`src/rtl/vga_capture.sv`:
```
// vga_capture: rebuilds VGA position from HS/VS, verifies timing and emits frame-buffer writes; CAPTURE_CRC_EN adds FRAME_CRC
module vga_capture #(
  parameter int HPERIOD = 800,
  parameter int HWIDTH  = 96,
  parameter int HBACK   = 48,
  parameter int HACTIVE = 640,
  parameter int VPERIOD = 525,
  parameter int VWIDTH  = 2,
  parameter int VBACK   = 33,
  parameter int VACTIVE = 480
) (
  input  logic        CLK,
  input  logic        RST,
  input  logic [3:0]  VGA_R,
  input  logic [3:0]  VGA_G,
  input  logic [3:0]  VGA_B,
  input  logic        VGA_HS,
  input  logic        VGA_VS,
  output logic        WE,
  output logic [18:0] WADDR,
  output logic [11:0] WDATA,
  output logic        FRAME_DONE,
  output logic        LOCKED,
`ifdef CAPTURE_CRC_EN
  output logic [15:0] FRAME_CRC,
`endif
  output logic        ERR
);
  localparam logic [1:0] HUNT = 2'd0, CHECK = 2'd1, LOCK = 2'd2;
  localparam logic [10:0] H_LO = 11'(HWIDTH + HBACK);
  localparam logic [10:0] H_HI = 11'(HWIDTH + HBACK + HACTIVE);
  localparam logic [9:0]  V_LO = 10'(VWIDTH + VBACK);
  localparam logic [9:0]  V_HI = 10'(VWIDTH + VBACK + VACTIVE);
  localparam logic [10:0] H_LAST = 11'(HPERIOD - 1);
  localparam logic [9:0]  V_LAST = 10'(VPERIOD - 1);
  localparam logic [18:0] A_LAST = 19'(HACTIVE * VACTIVE - 1);
  logic [3:0]  r_sr, r_sg, r_sb;
  logic        r_shs, r_phs, r_svs, r_line_vs;
  logic [10:0] r_hpos;
  logic [9:0]  r_vline;
  logic [1:0]  r_state;
  logic        r_we, r_done, r_err;
  logic [18:0] r_waddr;
  logic [11:0] r_wdata;
  logic        w_hs_fall, w_fstart, w_active, w_viol, w_we, w_done;
  logic [10:0] w_hpos;
  logic [9:0]  w_vline;
  logic [1:0]  w_next;
  // w_hpos/w_vline are the position of the pixel currently held in r_s*
  always_comb begin
    w_hs_fall = r_phs & ~r_shs;
    w_fstart  = w_hs_fall & r_line_vs & ~r_svs;
    w_hpos    = w_hs_fall ? 11'd0 : (&r_hpos ? r_hpos : r_hpos + 11'd1);
    w_vline   = w_fstart ? 10'd0 : (w_hs_fall && !(&r_vline)) ? r_vline + 10'd1 : r_vline;
    w_active  = (w_hpos >= H_LO) && (w_hpos < H_HI) && (w_vline >= V_LO) && (w_vline < V_HI);
    w_viol    = (r_state != HUNT) &&
                ((w_hs_fall && r_hpos != H_LAST) || (w_fstart && r_vline != V_LAST));
    w_next    = w_viol ? HUNT : w_fstart ? (r_state == HUNT ? CHECK : LOCK) : r_state;
    w_we      = (w_next == LOCK) && w_active;
    w_done    = r_we && (r_waddr == A_LAST) && (w_next == LOCK);
  end
  always_ff @(posedge CLK or negedge RST) begin
    if (!RST) begin
      r_sr      <= '0;
      r_sg      <= '0;
      r_sb      <= '0;
      r_shs     <= 1'b1;
      r_phs     <= 1'b1;
      r_svs     <= 1'b1;
      r_line_vs <= 1'b1;
      r_hpos    <= '0;
      r_vline   <= '0;
      r_state   <= HUNT;
      r_we      <= 1'b0;
      r_done    <= 1'b0;
      r_err     <= 1'b0;
      r_waddr   <= '0;
      r_wdata   <= '0;
    end else begin
      r_sr      <= VGA_R;
      r_sg      <= VGA_G;
      r_sb      <= VGA_B;
      r_shs     <= VGA_HS;
      r_phs     <= r_shs;
      r_svs     <= VGA_VS;
      r_line_vs <= w_hs_fall ? r_svs : r_line_vs;
      r_hpos    <= w_hpos;
      r_vline   <= w_vline;
      r_state   <= w_next;
      r_we      <= w_we;
      r_done    <= w_done;
      r_err     <= w_viol;
      r_waddr   <= w_fstart ? 19'd0 : r_we ? r_waddr + 19'd1 : r_waddr;
      r_wdata   <= w_we ? {r_sr, r_sg, r_sb} : r_wdata;
    end
  end
`ifdef CAPTURE_CRC_EN
  logic [15:0] r_crc, r_frame_crc;
  function automatic logic [15:0] crc12(input logic [15:0] c, input logic [11:0] d);
    logic [15:0] n;
    n = c;
    for (int i = 11; i >= 0; i--) n = {n[14:0], 1'b0} ^ ((n[15] ^ d[i]) ? 16'h1021 : 16'h0000);
    return n;
  endfunction
  always_ff @(posedge CLK or negedge RST) begin
    if (!RST) begin
      r_crc       <= 16'hFFFF;
      r_frame_crc <= '0;
    end else begin
      r_crc       <= w_fstart ? 16'hFFFF : r_we ? crc12(r_crc, r_wdata) : r_crc;
      r_frame_crc <= w_done ? crc12(r_crc, r_wdata) : r_frame_crc;
    end
  end
  assign FRAME_CRC = r_frame_crc;
`endif
  assign WE         = r_we;
  assign WADDR      = r_waddr;
  assign WDATA      = r_wdata;
  assign FRAME_DONE = r_done;
  assign LOCKED     = (r_state == LOCK);
  assign ERR        = r_err;
endmodule

```
`config.mk`:
```
export PLATFORM = sky130hd
export DESIGN_NAME = vga_capture
export DESIGN_NICKNAME = d
export VERILOG_FILES = /design/src/rtl/vga_capture.sv
export SDC_FILE = /design/constraint.sdc
export NUM_CORES = 1
export LEC_CHECK = 0
export BUFFER_PORTS_ARGS = -buffer_cell sky130_fd_sc_hd__buf_4
export CORE_AREA = 10 10 88 90
export CTS_BUF_LIST = sky130_fd_sc_hd__clkbuf_4
export CTS_CLUSTER_DIAMETER = 150
export DETAILED_ROUTE_END_ITERATION = 12
export DIE_AREA = 0 0 98 100
export GPL_ROUTABILITY_DRIVEN = 0
export HOLD_SLACK_MARGIN = 0.12
export PLACE_DENSITY = 0.8
export SLEW_MARGIN = 15
export SYNTH_ARGS = -nofsm -noshare
export SYNTH_HDL_FRONTEND = slang
export SYNTH_SLANG_ARGS = --single-unit
```
`constraint.sdc`:
```
create_clock -name CLK -period 4.1 [get_ports CLK]
set_input_delay 0.82 -clock CLK [delete_from_list [all_inputs] [get_ports CLK]]
set_output_delay 0.82 -clock CLK [all_outputs]
set_load 0.02 [all_outputs]
```
# Word-level counts from Yosys, hierarchy flattened
# Index checks and enable logic that the tools add are counted.
[word_totals]
regBits = 73
in_bits = 16
out_inout_bits = 35
[classes]
n_bitwise = 5
order_cmp = 4
add_sub_neg = 3
reduce_logical = 17
mux = 9
n_eq_ne = 5
[ops]
columns = ["op", "n"]
rows = [
  ["two-way mux 19 bit", 2],
  ["two-way mux 11 bit", 2],
  ["two-way mux 10 bit", 2],
  ["adder 19 x 1 -> 19 bit (second input constant)", 1],
  ["equality test 19 bit (second input constant)", 1],
  ["adder 11 x 1 -> 11 bit (second input constant)", 1],
  ["greater-or-equal comparator 11 x 8 -> 1 bit (second input constant)", 1],
  ["< comparator 11 x 10 -> 1 bit (second input constant)", 1],
  ["inequality test 11 x 10 -> 1 bit (second input constant)", 1],
  ["AND reduction 11 bit", 1],
  ["adder 10 x 1 -> 10 bit (second input constant)", 1],
  ["greater-or-equal comparator 10 x 6 -> 1 bit (second input constant)", 1],
  ["logical AND 1 bit", 10],
  ["< comparator 10 bit (second input constant)", 1],
  ["inequality test 10 bit (second input constant)", 1],
  ["AND reduction 10 bit", 1],
  ["two-way mux 2 bit", 3],
  ["equality test 2 bit (second input constant)", 2],
  ["nonzero test 2 bit", 2],
  ["AND 1 bit", 3],
  ["zero test 2 bit", 1],
  ["NOT 1 bit", 2],
  ["zero test 1 bit", 1],
  ["logical OR 1 bit", 1],
]

# Longest topological paths before layout
[logic_depth]
depth_word = 10
mapped_depth = 10

# Worst setup path after synthesis
# Ideal clock, no wire load.
[synth_path]
path_type = "reg-to-reg"
startpoint = "reg r_vline[0]"
endpoint = "reg r_wdata[10] (netlist: WDATA[10])"
setup_slack_ns = 0.959
synth_period_minus_slack_ns = 3.141
stages_incl_launch_ff = 10
setup_ns = 0.125
required_ns = 3.975
arrival_time_ns = 3.016
path_cell_list = "dfrtp_1 -> ha_1 -> nand3b_1 -> a211oi_1 -> nor3_1 -> or4_1 -> or4_1 -> a221oi_2 -> buf_6 -> mux2_4"
[synth_via]
elab_chain_len = 9
[synth_lines]
columns = ["item", "line", "text"]
rows = [
  ["start: declaration", "40", "logic [9:0] r_vline;"],
  ["start signal: assignment", "88", "r_vline <= w_vline;"],
  ["branches (longest 3 deep; another with adder 10 x 1 -> 10 bit)", "--", ""],
  ["two-way mux 10 bit (*) (2 in series)", "54", "w_vline = w_fstart ? 10'd0 : (w_hs_fall && !(&r_vline)) ? r_vline + 10'd1 : r_vline;"],
  ["net w_vline[4]", "47", "logic [9:0] w_vline;"],
  ["greater-or-equal comparator 10 x 6 -> 1 bit", "55", "w_active = (w_hpos >= H_LO) && (w_hpos < H_HI) && (w_vline >= V_LO) && (w_vline < V_HI);"],
  ["logical AND 1 bit", "55", ""],
  ["logical AND 1 bit (*)", "55", ""],
  ["logical AND 1 bit (*)", "59", "w_we = (w_next == LOCK) && w_active;"],
  ["net w_we", "45", "logic w_hs_fall, w_fstart, w_active, w_viol, w_we, w_done;"],
  ["end signal: assignment", "94", "r_wdata <= w_we ? {r_sr, r_sg, r_sb} : r_wdata;"],
  ["end: declaration", "44", "logic [11:0] r_wdata;"],
]
# Mark *: on every way through the listed nets, which the timed path passes.
# A chain may end at the register's enable or synchronous reset.

# Final worst setup path
[layout_path]
startpoint = "reg r_vline[0]"
endpoint = "reg r_wdata[11] (netlist: WDATA[11])"
[layout_via]
elab_chain_len = 9
[layout_lines]
columns = ["item", "line"]
rows = [
  ["branches (longest 3 deep; another with adder 10 x 1 -> 10 bit)", "--"],
  ["two-way mux 10 bit (*) (2 in series)", "54"],
  ["net w_vline[4]", "47"],
  ["greater-or-equal comparator 10 x 6 -> 1 bit", "55"],
  ["logical AND 1 bit", "55"],
  ["logical AND 1 bit (*)", "55"],
  ["logical AND 1 bit (*)", "59"],
]
# Marked as above.

==> reports/metrics.cfg <==
[status]
status = finished, final reports clean

[floorplanning]
fp.coreArea_um2 = 6130
ios = 51
rows = 29
dieHeight_um = 100
start_util_pct = 56.3
die_area_um2 = 9800
die_x_um = 98

[synthesis]
yosys.area_share.simple_pct = 20.7
synth_mux_area_share_pct = 6.09
yosysSeqAreaShare_pct = 53.1
yosysTopAreaCell = dfrtp_1
synth_top_area_share_pct = 50.1
synth_edf_count = 0
ys.warnings.count = 0
synth_fa_ha_area_share_pct = 1.45
ys_seq_elements = 73
synth.distinct_cells = 59
synth-xor-area-share_pct = 6.09
synthArstFlopShare_pct = 100
syn_area_per_cell_um2 = 11.0
synth_area_leaders = dfrtp_1 (50%), xor2_1 (4.3%), nor2_1 (4.0%)
synth-compound-area-share_pct = 9.58
syn-num-nets = 333
synth-main-ff-cell = dfrtp_1
syn_area_um2 = 3450
synth_top_family_by_area = simple AND/OR/NAND/NOR gates
synthCells = 313

[timing]
period_minus_slack_ps = 3390
finalSetupTns_ps = 0
slew_violations = 0
fin_skew_ps = 17.2
whs_ps = 398
fin_ws_ps = 714
relSlewSlack_pct = 31.7
setup_viol = 0
max_freq_ghz = 0.295
worst_pin_slew_ps = 1020
rsz0062_at_grt = no
period_share_pct = 82.6
hold_viol_final = 0

[power_and_ir_drop]
power_leakage_nw = 1.85
power_density_nw_per_um2 = 366
p_total_mw = 1.47
ir_drop_v = 0.000302

[global_routing]
antenna_found_initial = 0
grt_pass1_wl_mm = 12.1
grt_max_degree = 74
grt_pass1_vias = 2503
grt_remaining_overflow = 0
grt_usage_pct = 14.9

[placement]
dp_hpwl_mm = 5.13
placed_cells = 431
post-place-ws_ps = 720
placed_cell_area_um2 = 3850
portBuffers = 50

[detailed_routing]
wirelength_mm = 7.32
wl_per_cell_um = 16.4
detail_route.iter0.violations = 187
postRouteAntennaNets = 0
route.detailed.drc = 0
dr.pass1.iters = 5
routed-via-count = 2599
viasPerCell = 5.81

[critical_path]
critPathKind = flop to flop
required_ps = 4400
ff2ff_setup_slack_ps = 710
critPathMaxStageDelay_ps = 540
r2r_cells = 9
cp_max_fo = 13
cp-end-kind = flop
critical_path.slowest_cell = or4_1
crit_top_cell = or4_1
crit_path_start_kind = flop
cp.arrival_ps = 3680
cp_cell_sequence = ha_1 -> nand3b_1 -> a211oi_1 -> nor3_1 -> or4_1 -> or4_1 -> a221oi_2 -> buf_4 -> mux2_1

[final_layout]
n_antenna_cell = 0
stdcell_count = 447
final_nets = 385
syn_to_final_growth_pct = 16.6
final_util_pct = 65.6
design_area_um2 = 4020
drive_gt1_share_pct = 25.4

[worst_hold_path]
hold_depth = 0
hp-class = flop to flop

[cts]
cts_tree = built
clk_pin_slew_ps = 120
clock_latency_ps = 410
cts-hold-fix-buffers = 0
cts.repair.resized = 0
root_buffer = clkbuf_4
cts_setup_buffers = 0
htreeDepth = 3
clock_path_buffers = 2
clkSinkCount = 73
cts_buffers = 9

[flow_run]
cap_violations = 0

[kinds of logic after synthesis]
kind of cell,Yosys count
flip-flops,73
AO/OA/AOI/OAI,45
buffers and inverters,17
adder cells (fa/ha/maj),4
AND/OR/NAND/NOR,134
multiplexers,16
XOR/XNOR,24
[cell type report]
cell class / instances / area (um^2)
clock buffers: 10 / 75.1
clock inverters: 6 / 91.3
fillers: 440 / 2110
inverters: 6 / 22.5
multi-input cells: 223 / 1510
flip-flops and latches: 73 / 1830
well taps: 77 / 96.3
repair buffers: 52 / 390
[routing by layer]
| layer | track usage (%) | vias up | share of wire (%) |
|---|---|---|---|
| li1 | - | 1233 | - |
| met1 | 17.8 | 1244 | 42 |
| met4 | 6.82 | 0 | 1.7 |
| met5 | 0 | - | 0 |
| met3 | 4.88 | 16 | 7.7 |
| met2 | 23.9 | 106 | 48 |
[flip-flops by register name, summed over array words and instances (netlist names)]
signal,cells
r_vline,10
WADDR,19
r_sr,4
r_shs,1
r_hpos,11
r_state,2
r_phs,1
WDATA,12
r_line_vs,1
FRAME_DONE,1
ERR,1
r_sg,4
r_svs,1
WE,1
r_sb,4
[cells in the mapped netlist, drive strengths merged (6+ instances only)]
cell type and number:
a21oi 9, o21ai 6, or3 6, and3 6, nand4 7, dfrtp 69, nand3 18, xor2 17
nor2 38, nand2 22, mux2 13, a211oi 6, nor3 10, xnor2 7, inv 6
[worst max-delay path, delay by kind of cell (launching register included)]
| kind | cells | cell delay (ps) |
|---|---|---|
| buffers and inverters | 1 | 280 |
| AND/OR/NAND/NOR | 4 | 1320 |
| AO/OA/AOI/OAI | 2 | 560 |
| flip-flops | 1 | 450 |
| multiplexers | 1 | 360 |
| adder cells (fa/ha/maj) | 1 | 320 |
[cell usage in the layout, fill, tap and decap left out, types with 9 or more instances in the layout]
master,count
clkbuf_4,10
dfrtp_1,69
a21oi_1,9
xor2_1,17
nand2_1,22
nor2_1,37
mux2_4,9
nand3_1,17
nor3_1,10
buf_4,52
[power by group]
| part | switching, mW | total, mW | leakage, nW | internal (mW) |
|---|---|---|---|---|
| logic | 0.0779 | 0.135 | 0.798 | 0.0573 |
| clock network | 0.263 | 0.520 | 0.0910 | 0.258 |
| registers | 0.0539 | 0.815 | 0.964 | 0.761 |
[final timing paths]
check | from | endpoint
max reg2reg | r_vline[0] | WDATA[11]
min in group asynchronous | RST | WADDR[10]
max in group asynchronous | RST | r_hpos[3]
min | r_shs | r_phs
max | r_vline[0] | WDATA[11]
min reg2reg | r_shs | r_phs
Power figures use the tool's default switching activity.
